## src/rtl/conv_seq_ctrl_pkg.sv

```systemverilog
// Shared definitions for the 3x3 convolver sequencer: FSM state encoding,
// kernel geometry and default widths.
package conv_seq_ctrl_pkg;

    typedef enum logic [2:0] {
        ST_IDLE     = 3'd0,
        ST_LOAD_FLT = 3'd1,
        ST_STREAM   = 3'd2,
        ST_DRAIN    = 3'd3,
        ST_DONE     = 3'd4
    } state_t;

    localparam int FLT_TAPS    = 9;
    localparam int KERNEL      = 3;
    localparam int DATA_W_DEF  = 16;
    localparam int ACC_W_DEF   = 36;
    localparam int DIM_W_DEF   = 8;
    localparam int MAC_LAT_DEF = 3;

    // An image smaller than the kernel has no valid window at all.
    function automatic logic dims_ok(input int w, input int h);
        return (w >= KERNEL) && (h >= KERNEL);
    endfunction

endpackage

```

## src/rtl/conv_seq_ctrl_if.sv

```systemverilog
// Valid/ready stream bundle used for the filter-tap and pixel inputs.
interface conv_seq_ctrl_if #(
    parameter int DATA_W = 16
) ();
    logic              valid;
    logic [DATA_W-1:0] data;
    logic              ready;

    modport master (output valid, output data, input  ready);
    modport slave  (input  valid, input  data, output ready);
endinterface

```

## src/rtl/conv_seq_ctrl_pos_counter.sv

```systemverilog
// Raster position tracker (col/row with wrap at the image width) that flags
// beats whose 3x3 window lies fully inside the image, plus the final pixel.
module conv_pos_counter
    import conv_seq_ctrl_pkg::*;
#(
    parameter int DIM_W = 8
) (
    input  logic             clk,
    input  logic             rst,
    input  logic             clear,
    input  logic             advance,
    input  logic [DIM_W-1:0] img_w,
    input  logic [DIM_W-1:0] img_h,
    output logic [DIM_W-1:0] col,
    output logic [DIM_W-1:0] row,
    output logic             window_valid,
    output logic             last_pos
);

    logic [DIM_W-1:0] col_reg, col_next;
    logic [DIM_W-1:0] row_reg, row_next;

    always_comb begin
        col_next = col_reg;
        row_next = row_reg;
        if (clear) begin
            col_next = '0;
            row_next = '0;
        end else if (advance) begin
            if (col_reg == img_w - DIM_W'(1)) begin
                col_next = '0;
                row_next = row_reg + DIM_W'(1);
            end else begin
                col_next = col_reg + DIM_W'(1);
            end
        end
    end

    always_ff @(posedge clk or negedge rst) begin
        if (!rst) begin
            col_reg <= '0;
            row_reg <= '0;
        end else begin
            col_reg <= col_next;
            row_reg <= row_next;
        end
    end

    // Flags describe the current (pre-increment) position of the beat.
    assign col          = col_reg;
    assign row          = row_reg;
    assign window_valid = (row_reg >= DIM_W'(KERNEL - 1)) && (col_reg >= DIM_W'(KERNEL - 1));
    assign last_pos     = (row_reg == img_h - DIM_W'(1)) && (col_reg == img_w - DIM_W'(1));

endmodule

```

## src/rtl/conv_seq_ctrl.sv

```systemverilog
// Sequencer for one 3x3 line-buffer convolver: loads 9 taps, streams W*H pixels,
// gates mac_enable and tags results. Optional perf counters: CONV_SEQ_CTRL_PERF_EN.
module conv_seq_ctrl
    import conv_seq_ctrl_pkg::*;
#(
    parameter int DATA_W  = DATA_W_DEF,
    parameter int ACC_W   = ACC_W_DEF,
    parameter int DIM_W   = DIM_W_DEF,
    parameter int MAC_LAT = MAC_LAT_DEF
) (
    input  logic              clk,
    input  logic              rst,
    input  logic              start,
    input  logic [DIM_W-1:0]  img_w,
    input  logic [DIM_W-1:0]  img_h,
    conv_seq_ctrl_if.slave    flt,
    conv_seq_ctrl_if.slave    pix,
    output logic              shifting_filter,
    output logic [DATA_W-1:0] input_filter,
    output logic              shifting_line,
    output logic [DATA_W-1:0] input_line,
    output logic              line_buffer_reset,
    output logic [DIM_W-1:0]  row_length,
    output logic              mac_enable,
    input  logic [ACC_W-1:0]  output_mac,
    output logic              out_valid,
    output logic [ACC_W-1:0]  out_data,
    output logic              out_last,
    output logic              busy,
    output logic              done,
    output logic              err
`ifdef CONV_SEQ_CTRL_PERF_EN
    ,
    output logic [31:0]       perf_cycles,
    output logic [31:0]       perf_stalls
`endif
);

    localparam int DRN_W = $clog2(MAC_LAT + 1);
    localparam logic [3:0]       TAP_LAST   = 4'(FLT_TAPS - 1);
    localparam logic [DRN_W-1:0] DRAIN_LAST = DRN_W'(MAC_LAT - 1);

    state_t            state_reg, state_next;
    logic [DIM_W-1:0]  img_w_reg, img_h_reg, row_length_reg;
    logic [3:0]        tap_cnt_reg;
    logic [DRN_W-1:0]  drain_cnt_reg;
    logic [DATA_W-1:0] last_pix_reg;
    logic              err_reg;
    logic [MAC_LAT-1:0] vld_pipe_reg, vld_pipe_next;
    logic [MAC_LAT-1:0] last_pipe_reg, last_pipe_next;
    logic              out_valid_reg, out_last_reg;
    logic [ACC_W-1:0]  out_data_reg;

    logic flt_rdy, pix_rdy, flt_fire, pix_fire;
    logic start_ok, start_bad, in_idle;
    logic window_valid, last_pos, mac_en;
    logic [DIM_W-1:0] pos_col, pos_row;

    assign in_idle   = (state_reg == ST_IDLE);
    assign start_ok  = start && in_idle && dims_ok(int'(img_w), int'(img_h));
    assign start_bad = start && in_idle && !dims_ok(int'(img_w), int'(img_h));
    assign flt_fire  = flt.valid && flt_rdy;
    assign pix_fire  = pix.valid && pix_rdy;

    always_comb begin
        state_next = state_reg;
        flt_rdy    = 1'b0;
        pix_rdy    = 1'b0;
        case (state_reg)
            ST_IDLE: begin
                if (start_ok) state_next = ST_LOAD_FLT;
            end
            ST_LOAD_FLT: begin
                flt_rdy = 1'b1;
                if (flt.valid && tap_cnt_reg == TAP_LAST) state_next = ST_STREAM;
            end
            ST_STREAM: begin
                pix_rdy = 1'b1;
                if (pix.valid && last_pos) state_next = ST_DRAIN;
            end
            ST_DRAIN: begin
                if (drain_cnt_reg == DRAIN_LAST) state_next = ST_DONE;
            end
            ST_DONE: begin
                state_next = ST_IDLE;
            end
            default: state_next = ST_IDLE;
        endcase
    end

    always_ff @(posedge clk or negedge rst) begin
        if (!rst) begin
            state_reg      <= ST_IDLE;
            img_w_reg      <= '0;
            img_h_reg      <= '0;
            row_length_reg <= '0;
            tap_cnt_reg    <= '0;
            drain_cnt_reg  <= '0;
            last_pix_reg   <= '0;
            err_reg        <= 1'b0;
        end else begin
            state_reg <= state_next;
            err_reg   <= start_bad;
            if (start_ok) begin
                img_w_reg      <= img_w;
                img_h_reg      <= img_h;
                row_length_reg <= img_w - DIM_W'(KERNEL);
                tap_cnt_reg    <= '0;
            end else if (flt_fire) begin
                tap_cnt_reg <= tap_cnt_reg + 4'd1;
            end
            drain_cnt_reg <= (state_reg == ST_DRAIN) ? drain_cnt_reg + DRN_W'(1) : '0;
            if (pix_fire) last_pix_reg <= pix.data;
        end
    end

    conv_pos_counter #(
        .DIM_W (DIM_W)
    ) u_pos (
        .clk          (clk),
        .rst          (rst),
        .clear        (in_idle),
        .advance      (pix_fire),
        .img_w        (img_w_reg),
        .img_h        (img_h_reg),
        .col          (pos_col),
        .row          (pos_row),
        .window_valid (window_valid),
        .last_pos     (last_pos)
    );

    assign mac_en = pix_fire && window_valid;

    // Delay line: a result leaves the convolver MAC_LAT cycles after its enable.
    for (genvar gi = 0; gi < MAC_LAT; gi++) begin : g_dly
        if (gi == 0) begin : g_head
            assign vld_pipe_next[gi]  = mac_en;
            assign last_pipe_next[gi] = mac_en && last_pos;
        end else begin : g_tail
            assign vld_pipe_next[gi]  = vld_pipe_reg[gi-1];
            assign last_pipe_next[gi] = last_pipe_reg[gi-1];
        end
    end

    always_ff @(posedge clk or negedge rst) begin
        if (!rst) begin
            vld_pipe_reg  <= '0;
            last_pipe_reg <= '0;
            out_valid_reg <= 1'b0;
            out_last_reg  <= 1'b0;
            out_data_reg  <= '0;
        end else begin
            vld_pipe_reg  <= vld_pipe_next;
            last_pipe_reg <= last_pipe_next;
            out_valid_reg <= vld_pipe_reg[MAC_LAT-1];
            out_last_reg  <= vld_pipe_reg[MAC_LAT-1] && last_pipe_reg[MAC_LAT-1];
            out_data_reg  <= vld_pipe_reg[MAC_LAT-1] ? output_mac : '0;
        end
    end

`ifdef CONV_SEQ_CTRL_PERF_EN
    logic [31:0] perf_cycles_reg, perf_stalls_reg;

    // Counters stop on their own once busy drops in DONE.
    always_ff @(posedge clk or negedge rst) begin
        if (!rst) begin
            perf_cycles_reg <= '0;
            perf_stalls_reg <= '0;
        end else if (start_ok) begin
            perf_cycles_reg <= '0;
            perf_stalls_reg <= '0;
        end else begin
            if (busy) perf_cycles_reg <= perf_cycles_reg + 32'd1;
            if (state_reg == ST_STREAM && !pix.valid) perf_stalls_reg <= perf_stalls_reg + 32'd1;
        end
    end

    assign perf_cycles = perf_cycles_reg;
    assign perf_stalls = perf_stalls_reg;
`endif

    assign flt.ready         = flt_rdy;
    assign pix.ready         = pix_rdy;
    assign shifting_filter   = flt_fire;
    assign input_filter      = flt_fire ? flt.data : '0;
    assign shifting_line     = pix_fire;
    assign input_line        = pix_fire ? pix.data : last_pix_reg;
    assign line_buffer_reset = !((state_reg == ST_STREAM) || (state_reg == ST_DRAIN));
    assign row_length        = row_length_reg;
    assign mac_enable        = mac_en;
    assign out_valid         = out_valid_reg;
    assign out_data          = out_data_reg;
    assign out_last          = out_last_reg;
    assign busy              = (state_reg == ST_LOAD_FLT) || (state_reg == ST_STREAM) ||
                               (state_reg == ST_DRAIN);
    assign done              = (state_reg == ST_DONE);
    assign err               = err_reg;

endmodule

```

## src/flat_wrapper.sv

```systemverilog
// flat-port wrapper written by rule: the top's interface ports become plain ports
module conv_seq_ctrl_flat import conv_seq_ctrl_pkg::*;
#(
    parameter int DATA_W  = DATA_W_DEF,
    parameter int ACC_W   = ACC_W_DEF,
    parameter int DIM_W   = DIM_W_DEF,
    parameter int MAC_LAT = MAC_LAT_DEF
)
  (clk, rst, start, img_w, img_h, shifting_filter, input_filter, shifting_line, input_line, line_buffer_reset, row_length, mac_enable, output_mac, out_valid, out_data, out_last, busy, done, err, flt_valid, flt_data, flt_ready, pix_valid, pix_data, pix_ready);
  conv_seq_ctrl_if #(.DATA_W(DATA_W)) flt_i ();
  conv_seq_ctrl_if #(.DATA_W(DATA_W)) pix_i ();
  input  logic clk;
  input  logic rst;
  input  logic start;
  input  logic [DIM_W-1:0] img_w;
  input  logic [DIM_W-1:0] img_h;
  output logic shifting_filter;
  output logic [DATA_W-1:0] input_filter;
  output logic shifting_line;
  output logic [DATA_W-1:0] input_line;
  output logic line_buffer_reset;
  output logic [DIM_W-1:0] row_length;
  output logic mac_enable;
  input  logic [ACC_W-1:0] output_mac;
  output logic out_valid;
  output logic [ACC_W-1:0] out_data;
  output logic out_last;
  output logic busy;
  output logic done;
  output logic err;
  input wire logic [$bits(flt_i.valid)-1:0] flt_valid;
  input wire logic [$bits(flt_i.data)-1:0] flt_data;
  output wire logic [$bits(flt_i.ready)-1:0] flt_ready;
  input wire logic [$bits(pix_i.valid)-1:0] pix_valid;
  input wire logic [$bits(pix_i.data)-1:0] pix_data;
  output wire logic [$bits(pix_i.ready)-1:0] pix_ready;
  assign flt_i.valid = flt_valid;
  assign flt_i.data = flt_data;
  assign flt_ready = flt_i.ready;
  assign pix_i.valid = pix_valid;
  assign pix_i.data = pix_data;
  assign pix_ready = pix_i.ready;
  conv_seq_ctrl #(.DATA_W(DATA_W), .ACC_W(ACC_W), .DIM_W(DIM_W), .MAC_LAT(MAC_LAT)) u_core (.clk(clk), .rst(rst), .start(start), .img_w(img_w), .img_h(img_h), .flt(flt_i), .pix(pix_i), .shifting_filter(shifting_filter), .input_filter(input_filter), .shifting_line(shifting_line), .input_line(input_line), .line_buffer_reset(line_buffer_reset), .row_length(row_length), .mac_enable(mac_enable), .output_mac(output_mac), .out_valid(out_valid), .out_data(out_data), .out_last(out_last), .busy(busy), .done(done), .err(err));
endmodule
```

## config.mk

```make
export PLATFORM = sky130hd
export DESIGN_NAME = conv_seq_ctrl_flat
export DESIGN_NICKNAME = d
export VERILOG_FILES = /design/src/rtl/conv_seq_ctrl_pkg.sv /design/src/rtl/conv_seq_ctrl_if.sv /design/src/rtl/conv_seq_ctrl_pos_counter.sv /design/src/rtl/conv_seq_ctrl.sv /design/src/flat_wrapper.sv
export SDC_FILE = /design/constraint.sdc
export NUM_CORES = 1
export LEC_CHECK = 0
export ABC_AREA = 1
export BUFFER_PORTS_ARGS = -buffer_cell sky130_fd_sc_hd__buf_2
export CORE_ASPECT_RATIO = 2
export CORE_MARGIN = 3
export CORE_UTILIZATION = 48
export DETAILED_ROUTE_END_ITERATION = 12
export GPL_TIMING_DRIVEN = 0
export HOLD_SLACK_MARGIN = 0.08
export PLACE_DENSITY = 0.77
export SKIP_LAST_GASP = 1
export SLEW_MARGIN = 20
export SYNTH_ARGS = -nofsm -noshare
export SYNTH_HDL_FRONTEND = slang
export SYNTH_SLANG_ARGS = --single-unit
```

## constraint.sdc

```tcl
create_clock -name clk -period 2.27 [get_ports clk]
set_input_delay 0 -clock clk [delete_from_list [all_inputs] [get_ports clk]]
set_output_delay 0 -clock clk [all_outputs]
set_load 0.03 [all_outputs]
```

==> results of run 1 <==
[stage by stage]
stage | cell area (um2) | std cells | hold slack, ns | total power (W)
6_report | 7318 | 1034 | 0.1056 | 0.007569
5_1_grt | 7318 | 1034 | 0.1212 | 0.008087
4_1_cts | 7318 | 1034 | 0.08954 | 0.007583
3_5_place_dp | 6326 | 948 | -0.09989 | 0.005980
3_3_place_gp | 6292 | 947 | 0.1869 | 0.005834
2_1_floorplan | 5245 | 635 | -0.2956 | 0.005037
[cell type report]
cell class	instances	area (um2)
inverters	113	424.2
multi-input cells	398	2004
flip-flops and latches	110	2753
fillers	765	3226
clock buffers	9	225.2
repair buffers	247	1620
clock inverters	7	58.81
well taps	137	171.4
plain buffers	13	61.31
[per-layer routing]
| metal | vias to the layer above | wire length (um) | GRT usage |
|---|---|---|---|
| met4 | 0 | 364 | 0.09836 |
| met2 | 217 | 7626 | 0.4404 |
| met1 | 2364 | 5069 | 0.2455 |
| met3 | 31 | 902 | 0.04068 |
| met5 | - | 0 | 0 |
| li1 | 2417 | - | - |
[critical path: stages (launching register included)]
cell	delay, ns
dfrtp_1	0.45
nor2_1	0.16
nand2_1	0.10
inv_2	0.09
nand2_2	0.16
inv_2	0.35
nand2_1	0.10
nand2_1	0.12
buf_2	0.21
[repair_timing]
item,4_1_cts,5_1_grt
gates resized for setup,1,1
hold buffers,71,0
setup buffers,0,0
endpoints found under the hold margin,188,0
gates cloned,0,0
endpoints found under the setup margin,19,10
[kinds of logic after synthesis]
group,share of synthesized area
buf+inv,0.09359
xor+xnor,0.05208
flops,0.5280
fa+ha+maj,0.02400
simple gates,0.2580
compound gates,0.04440
[cell usage after synthesis (2+ instances only)]
master and count:
buf_2 2, xor2_1 21, or2_2 6, nor3_1 7, nand3_1 25, a21oi_1 4
o21ai_2 6, inv_2 4, dfrtp_1 110, nand4_1 2, and3_1 2, nand2_2 5
o21ai_0 24, nor2_1 58, nor3_2 3, nor2_2 2, nor4_1 2, xnor2_1 10
inv_1 108, nand3_2 2, ha_1 10, clkbuf_1 9, nand2_1 200
[power by group through the flow]
stage | Sequential [W] | Clock (W) | Combinational, W
after global placement | 0.00268 | 0 | 0.00316
after global routing | 0.00272 | 0.00161 | 0.00376
after detailed placement | 0.00270 | 0 | 0.00328
after floorplan | 0.00277 | 0 | 0.00227
after CTS | 0.00267 | 0.00153 | 0.00339
final | 0.00268 | 0.00149 | 0.00341
[final timing paths]
check / slack, ns / cells past startpoint / to / from
setup / recovery: 0.17 / 8 / input_line[1] / u_core.state_reg[2]
hold / removal: 0.11 / 2 / u_core.last_pix_reg[12] / rst
setup reg to reg: 0.19 / 11 / u_core.u_pos.row[4] / u_core.img_w_reg[0]
hold reg to reg: 0.35 / 0 / u_core.last_pipe_reg[2] / u_core.last_pipe_reg[1]
max in group asynchronous: 1.48 / 3 / u_core.out_data[30] / rst
min in group clk: 0.11 / 5 / u_core.tap_cnt_reg[1] / flt_valid
==> flow_metrics.tcl, run 1 <==
set metrics [dict create \
    syn_inst 635 \
    finalClockSkew_ns 0.007177 \
    final.setup.worst_slack_ns 0.1695 \
    vias_per_cell 4.864 \
    end_kind "output port" \
    clockRootBuffer "clkbuf_16" \
    grt_pass1_vias 5132 \
    fp-row-count 53 \
    synth_top_area_share 0.5280 \
    final_cell_mix "200 x nand2_1, 176 x buf_2, 110 x dfrtp_1" \
    start_kind "flip-flop" \
    finalCritPeriodShare 0.9253 \
    relSlewSlack 0.6520 \
    clkSinkCount 110 \
    arrival_ns 2.10 \
    start_util 0.4945 \
    port_buffers 175 \
    slew_violations 0 \
    internal_power_w 0.004222 \
    pwr-share-clk 0.196 \
    htree_levels 3 \
    post_drt_wl_per_cell_um 13.50 \
    ys_warn_count 0 \
    grt_pass1_wl_mm 22.67 \
    dr.pass1.iters 5 \
    p_comb_frac 0.450 \
    critical_path_class "flip-flop to output port" \
    outcome "completed" \
    pre_cts_slack_ns 0.2394 \
    core_um2 10540 \
    ioPinCount 176 \
    switchingPower_w 0.003347 \
    synth_nets 734 \
    cts_tree "yes" \
    die_y_um 153.4 \
    cts_buffers 9 \
    p_per_area_nw_per_um2 1034 \
    wl_mm 13.96 \
    syn_area_um2 5214 \
    drive_gt1_frac 0.2676 \
    nNetsFinal 991 \
    syn_area_per_cell_um2 8.211 \
    grtUsageTotal 0.2340 \
    max_clock_freq_mhz 476.1 \
    drc 0 \
    path_clk_slew_ns 0.08 \
    p_seq_frac 0.353 \
    fin_setup_tns_ns 0 \
    hpwlAfterDp_mm 9.626 \
    die_area_um2 12220 \
    overflow 0 \
    fin_crit_ns 2.101 \
    synth_ff_type "dfrtp_1" \
    fin_util 0.6941 \
    synth-seq-cells 110 \
    async_flop_share 1.000 \
    swShare 0.4422 \
    drt_iter0_drc 164 \
    grt_max_degree 82 \
    leakagePower_nw 4.386 \
    grt_antenna_before_repair 0 \
    final_common_cell "nand2_1" \
    antenna_cells 0 \
    clock_path_buffers 2 \
    area_delta_synth_final_pct 40.36 \
    seq_area_frac_synth 0.5280 \
    die_w_um 79.70 \
    path_max_fanout 19 \
    synth_top_area_cell "dfrtp_1" \
    cp.required_ns 2.27 \
    vdd_drop_max_mv 0.7947 \
    worst_pin_slew_ns 0.5220 \
    largest_reg_flops 36 \
    synth-edff-count 0 \
    ant_nets 0 \
    rsz0062_at_grt "false" \
    drv_cap 0 \
    synth_area_leaders "dfrtp_1 53%, nand2_1 14%, inv_1 7.8%" \
    final-setup-viol-count 0 \
    hold_path_class "input port to asynchronous set/reset pin" \
    clkLatencyLatePin_ns 0.34 \
    vias 5029 \
    gp_congestion 0.9291 \
    synthDistinctLibCells 36 \
    hold_viol 0 \
]
No activity file was read; power rests on OpenSTA's default activity.
==> inputs of run 2 (changes only) <==
- CTS_BUF_LIST: not set -> sky130_fd_sc_hd__clkbuf_8
==> flow_metrics.tcl, run 2 (same netlist as run 1, synthesis figures left out) <==
set metrics [dict create \
    overflow 0 \
    fin_crit_ns 2.180 \
    ant_nets 0 \
    fin_util 0.6896 \
    hold_path_class "input port to asynchronous set/reset pin" \
    finalClockSkew_ns 0.01091 \
    area_delta_synth_final_pct 39.45 \
    gp_congestion 0.9291 \
    grtUsageTotal 0.2360 \
    clock_path_buffers 2 \
    drc 0 \
    finalCritPeriodShare 0.9605 \
    die_y_um 153.4 \
    path_common_cell "nand2_1" \
    relSlewSlack 0.6562 \
    wl_mm 14.13 \
    hpwlAfterDp_mm 9.626 \
    fp-row-count 53 \
    cp.required_ns 2.53 \
    crit_family "buffers and inverters" \
    die_area_um2 12220 \
    finalInstanceArea_um2 7271 \
    post_cts_buffers 0 \
    clockRootBuffer "clkbuf_8" \
    crit_buf_inv 3 \
    post_drt_wl_per_cell_um 13.61 \
    cts_tree "yes" \
    drive_gt1_frac 0.2675 \
    port_buffers 175 \
    outcome "completed" \
    final_cell_mix "200 x nand2_1, 176 x buf_2, 110 x dfrtp_1" \
    dpl_cell_area_um2 6326 \
    pre_cts_slack_ns 0.2394 \
    path_clk_slew_ns 0.11 \
    critical_path_class "flip-flop to flip-flop" \
    start_kind "flip-flop" \
    crit_chain "nor2_1 -> nand2_1 -> inv_2 -> nand2_2 -> clkinv_2 -> nand2_1 -> nand2_1 -> dlygate4sd3_1" \
    cts_buffers 9 \
    p_per_area_nw_per_um2 991.9 \
    grt_max_degree 82 \
    core_um2 10540 \
    clkSinkCount 110 \
    antenna_cells 0 \
    grt_pass1_vias 5150 \
    nNetsFinal 995 \
    worst_pin_slew_ns 0.5156 \
    die_w_um 79.70 \
    fillers 770 \
    largest_reg_flops 36 \
    final.setup.worst_slack_ns 0.08965 \
    fin_setup_tns_ns 0 \
    final_common_cell "nand2_1" \
    ioPinCount 176 \
    dr.pass1.iters 5 \
    end_kind "flip-flop" \
    crit_path_top_delay_cell "dlygate4sd3_1" \
    rsz0062_at_grt "false" \
    slew_violations 0 \
    grt_pass1_wl_mm 22.95 \
    vdd_drop_max_mv 0.7844 \
    grt_antenna_before_repair 0 \
    final-setup-viol-count 0 \
    leakagePower_nw 4.366 \
    path_max_fanout 19 \
    drv_cap 0 \
    clkLatencyLatePin_ns 0.37 \
    htree_levels 3 \
    arrival_ns 2.44 \
    vias 5031 \
    start_util 0.4945 \
    cp_slowest_stage_delay_ns 0.57 \
    hold_viol 0 \
    drt_iter0_drc 170 \
    vias_per_cell 4.847 \
    max_clock_freq_mhz 458.6 \
]
[run 2: cell types whose count changed in the layout (fill, tap and decap cells not counted), sizes merged]
cell,delta
clkinv,+1
dlygate4sd3,+3
buf,+1
inv,-1
[run 2: per-stage QoR]
stage | cells | hold slack [ns] | power (W)
after floorplan | 635 | -0.2956 | 0.005037
after global placement | 947 | 0.1869 | 0.005834
after detailed placement | 948 | -0.09989 | 0.005980
after CTS | 1038 | 0.1065 | 0.007213
after global routing | 1038 | 0.1321 | 0.007718
final | 1038 | 0.1471 | 0.007212
[run 2: per-layer routing]
layer | up-vias | GRT usage | wire length, um
met5 | - | 0 | 0
met4 | 0 | 0.08607 | 265
met3 | 22 | 0.03892 | 858
met2 | 199 | 0.4491 | 7775
met1 | 2398 | 0.2506 | 5226
li1 | 2412 | - | -
[run 2: area by class of cell]
class	instances	area, um2	share of cell area
clock inverter	7	58.81	0.008088
buffer	13	63.81	0.008776
inverter	113	425.4	0.05851
timing repair buffer	251	1670	0.2297
clock buffer	9	123.9	0.01704
sequential	110	2753	0.3786
multi-input combinational	398	2004	0.2757
tap	137	171.4	0.02358
[run 2: repair_timing]
item	CTS	global route
setup endpoints to repair	19	13
endpoints found under the hold margin	192	0
hold buffers	75	0
pin swaps	0	0
gates resized for setup	2	2
[run 2: worst reg2reg max path: cells and delay by family (launching register included)]
kind                   cells  cell delay [ns]
and+or+nand+nor            5             0.63
DFF                        1             0.47
buffers and inverters      3             0.97
[run 2: final timing paths]
kind	startpoint	endpoint	slack (ns)	cells after the start
worst max-delay path	u_core.state_reg[2]	u_core.last_pix_reg[2]	0.09	8
worst min-delay path	rst	u_core.u_pos.row[0]	0.15	3
worst max register to register	u_core.state_reg[2]	u_core.last_pix_reg[2]	0.09	8
worst min register to register	u_core.last_pipe_reg[1]	u_core.last_pipe_reg[2]	0.35	0
max in group asynchronous	rst	u_core.out_valid	1.72	3
min in group clk	flt_data[15]	input_filter[15]	0.33	4
[run 2: report_power, final]
group	leakage [nW]	internal (W)	switching [W]
clock network	0.0917	0.000415	0.000689
logic	2.80	0.00110	0.00233
registers	1.47	0.00238	0.000299
==> inputs of run 3 (changes only) <==
- REMOVE_ABC_BUFFERS: not set -> 1
==> flow_metrics.tcl, run 3 (same netlist as run 1, synthesis figures left out) <==
set metrics [dict create \
    cts_buffers 9 \
    hold_path_class "input port to flip-flop" \
    ant_nets 0 \
    area_delta_synth_final_pct 39.33 \
    grt_max_degree 75 \
    fin_util 0.6890 \
    rsz0062_at_grt "false" \
    p_per_area_nw_per_um2 993.2 \
    path_clk_slew_ns 0.12 \
    outcome "completed" \
    drc 0 \
    vias_per_cell 4.786 \
    die_y_um 153.4 \
    cts_tree "yes" \
    grt_pass1_vias 5037 \
    final_common_cell "nand2_1" \
    drt-met1-wl_mm 4.914 \
    start_util 0.4945 \
    route.met2.wl_mm 7.530 \
    clkLatencyLatePin_ns 0.37 \
    fin_crit_ns 2.054 \
    post_drt_wl_per_cell_um 13.50 \
    hpwlAfterDp_mm 9.036 \
    htree_levels 3 \
    wl_met3_um 970 \
    end_kind "output port" \
    final-setup-viol-count 0 \
    cp.required_ns 2.27 \
    path_max_fanout 19 \
    gp_congestion 0.8555 \
    leakagePower_nw 4.337 \
    port_buffers 175 \
    slew_violations 0 \
    critical_path_class "flip-flop to output port" \
    die_w_um 79.70 \
    vdd_drop_max_mv 0.7853 \
    antenna_cells 0 \
    arrival_ns 2.05 \
    final_cell_mix "200 x nand2_1, 174 x buf_2, 109 x dfrtp_1" \
    clock_path_buffers 2 \
    clkSinkCount 110 \
    grt_antenna_before_repair 0 \
    largest_reg_flops 36 \
    grt_pass1_wl_mm 22.87 \
    start_kind "flip-flop" \
    worst_pin_slew_ns 0.6318 \
    relSlewSlack 0.5788 \
    overflow 0 \
    ioPinCount 176 \
    routed.top_layer "met4" \
    nNetsFinal 988 \
    wl_mm 13.91 \
    drive_gt1_frac 0.2629 \
    hold_viol 0 \
    core_um2 10540 \
    clockRootBuffer "clkbuf_8" \
    finalCritPeriodShare 0.9048 \
    fin_setup_tns_ns 0 \
    die_area_um2 12220 \
    grtUsageTotal 0.2345 \
    drt_iter0_drc 157 \
    vias 4934 \
    fp-row-count 53 \
    finalClockSkew_ns 0.01614 \
    max_clock_freq_mhz 486.9 \
    drv_cap 0 \
    dr.pass1.iters 4 \
]
==> run 3: changes by cell type in the layout (fill, tap and decap cells not counted), sizes merged <==
cell      before  now
clkinv         5    1
inv          114  117
nand4          3    4
clkbuf        19    9
clkinvlp       1    4
==> run 3: cell type report <==
| type | instances | area, um2 |
|---|---|---|
| Tap cell | 137 | 171.4 |
| Multi-Input combinational cell | 399 | 2007 |
| Sequential cell | 110 | 2754 |
| Clock inverter | 7 | 73.82 |
| Inverter | 113 | 439.2 |
| Clock buffer | 9 | 123.9 |
| Timing Repair Buffer | 254 | 1680 |
| Fill cell | 780 | 3279 |
| Timing Repair inverter | 2 | 15.01 |
==> run 3: path summary, 6_finish.rpt <==
| path | startpoint | to | slack (ns) | depth (start not counted) |
|---|---|---|---|---|
| worst max-delay path | u_core.state_reg[2] | mac_enable | 0.22 | 6 |
| worst min-delay path | flt_valid | u_core.state_reg[0] | 0.11 | 4 |
| worst max register to register | u_core.img_w_reg[0] | u_core.u_pos.row[0] | 0.23 | 10 |
| worst min register to register | u_core.vld_pipe_reg[0] | u_core.vld_pipe_reg[1] | 0.37 | 0 |
| max in group asynchronous | rst | u_core.row_length[2] | 0.37 | 4 |
| min in group asynchronous | rst | u_core.out_data[0] | 0.61 | 3 |
==> run 3: per-layer routing <==
metal  vias up  global-route usage
met5         -                   0
met4         0              0.1008
met3        36             0.04540
met2       218              0.4276
met1      2267              0.2554
li1       2413                   -
==> run 3: where the power goes <==
| part | leakage (nW) | internal, W | total (W) | switching (W) |
|---|---|---|---|---|
| Sequential | 1.47 | 0.00237 | 0.00265 | 0.000270 |
| Clock | 0.102 | 0.000441 | 0.00117 | 0.000729 |
| Combinational | 2.77 | 0.00109 | 0.00340 | 0.00231 |
| Total | 4.34 | 0.00391 | 0.00722 | 0.00331 |
==> run 3: critical path, cell delays in order, from the launching register on <==
cell      delay (ns)
dfrtp_1         0.45
nor2_1          0.16
nand2_1         0.10
inv_2           0.10
nand2_4         0.18
a211oi_1        0.40
buf_2           0.29
==> run 3: repair_timing <==
action,4_1_cts,5_1_grt
cloned,0,3
pin swaps,0,1
hold endpoints to repair,192,0
buffers inserted,0,4
hold buffers,74,0
resized for setup,3,8
endpoints found under the setup margin,33,50
==> run 3: per-stage QoR <==
step,std cells,instance area (um2),hold slack [ns],power (W),setup slack (ns)
global route,1031,7264,0.1181,0.007796,0.01715
floorplan,621,5150,-0.2956,0.004962,-0.1296
detailed placement,934,6231,-0.07867,0.005851,-0.5672
finish,1031,7264,0.1120,0.007215,0.2161
global placement,933,6197,0.1894,0.005759,-0.5159
CTS,1024,7184,0.08291,0.007165,-0.06190
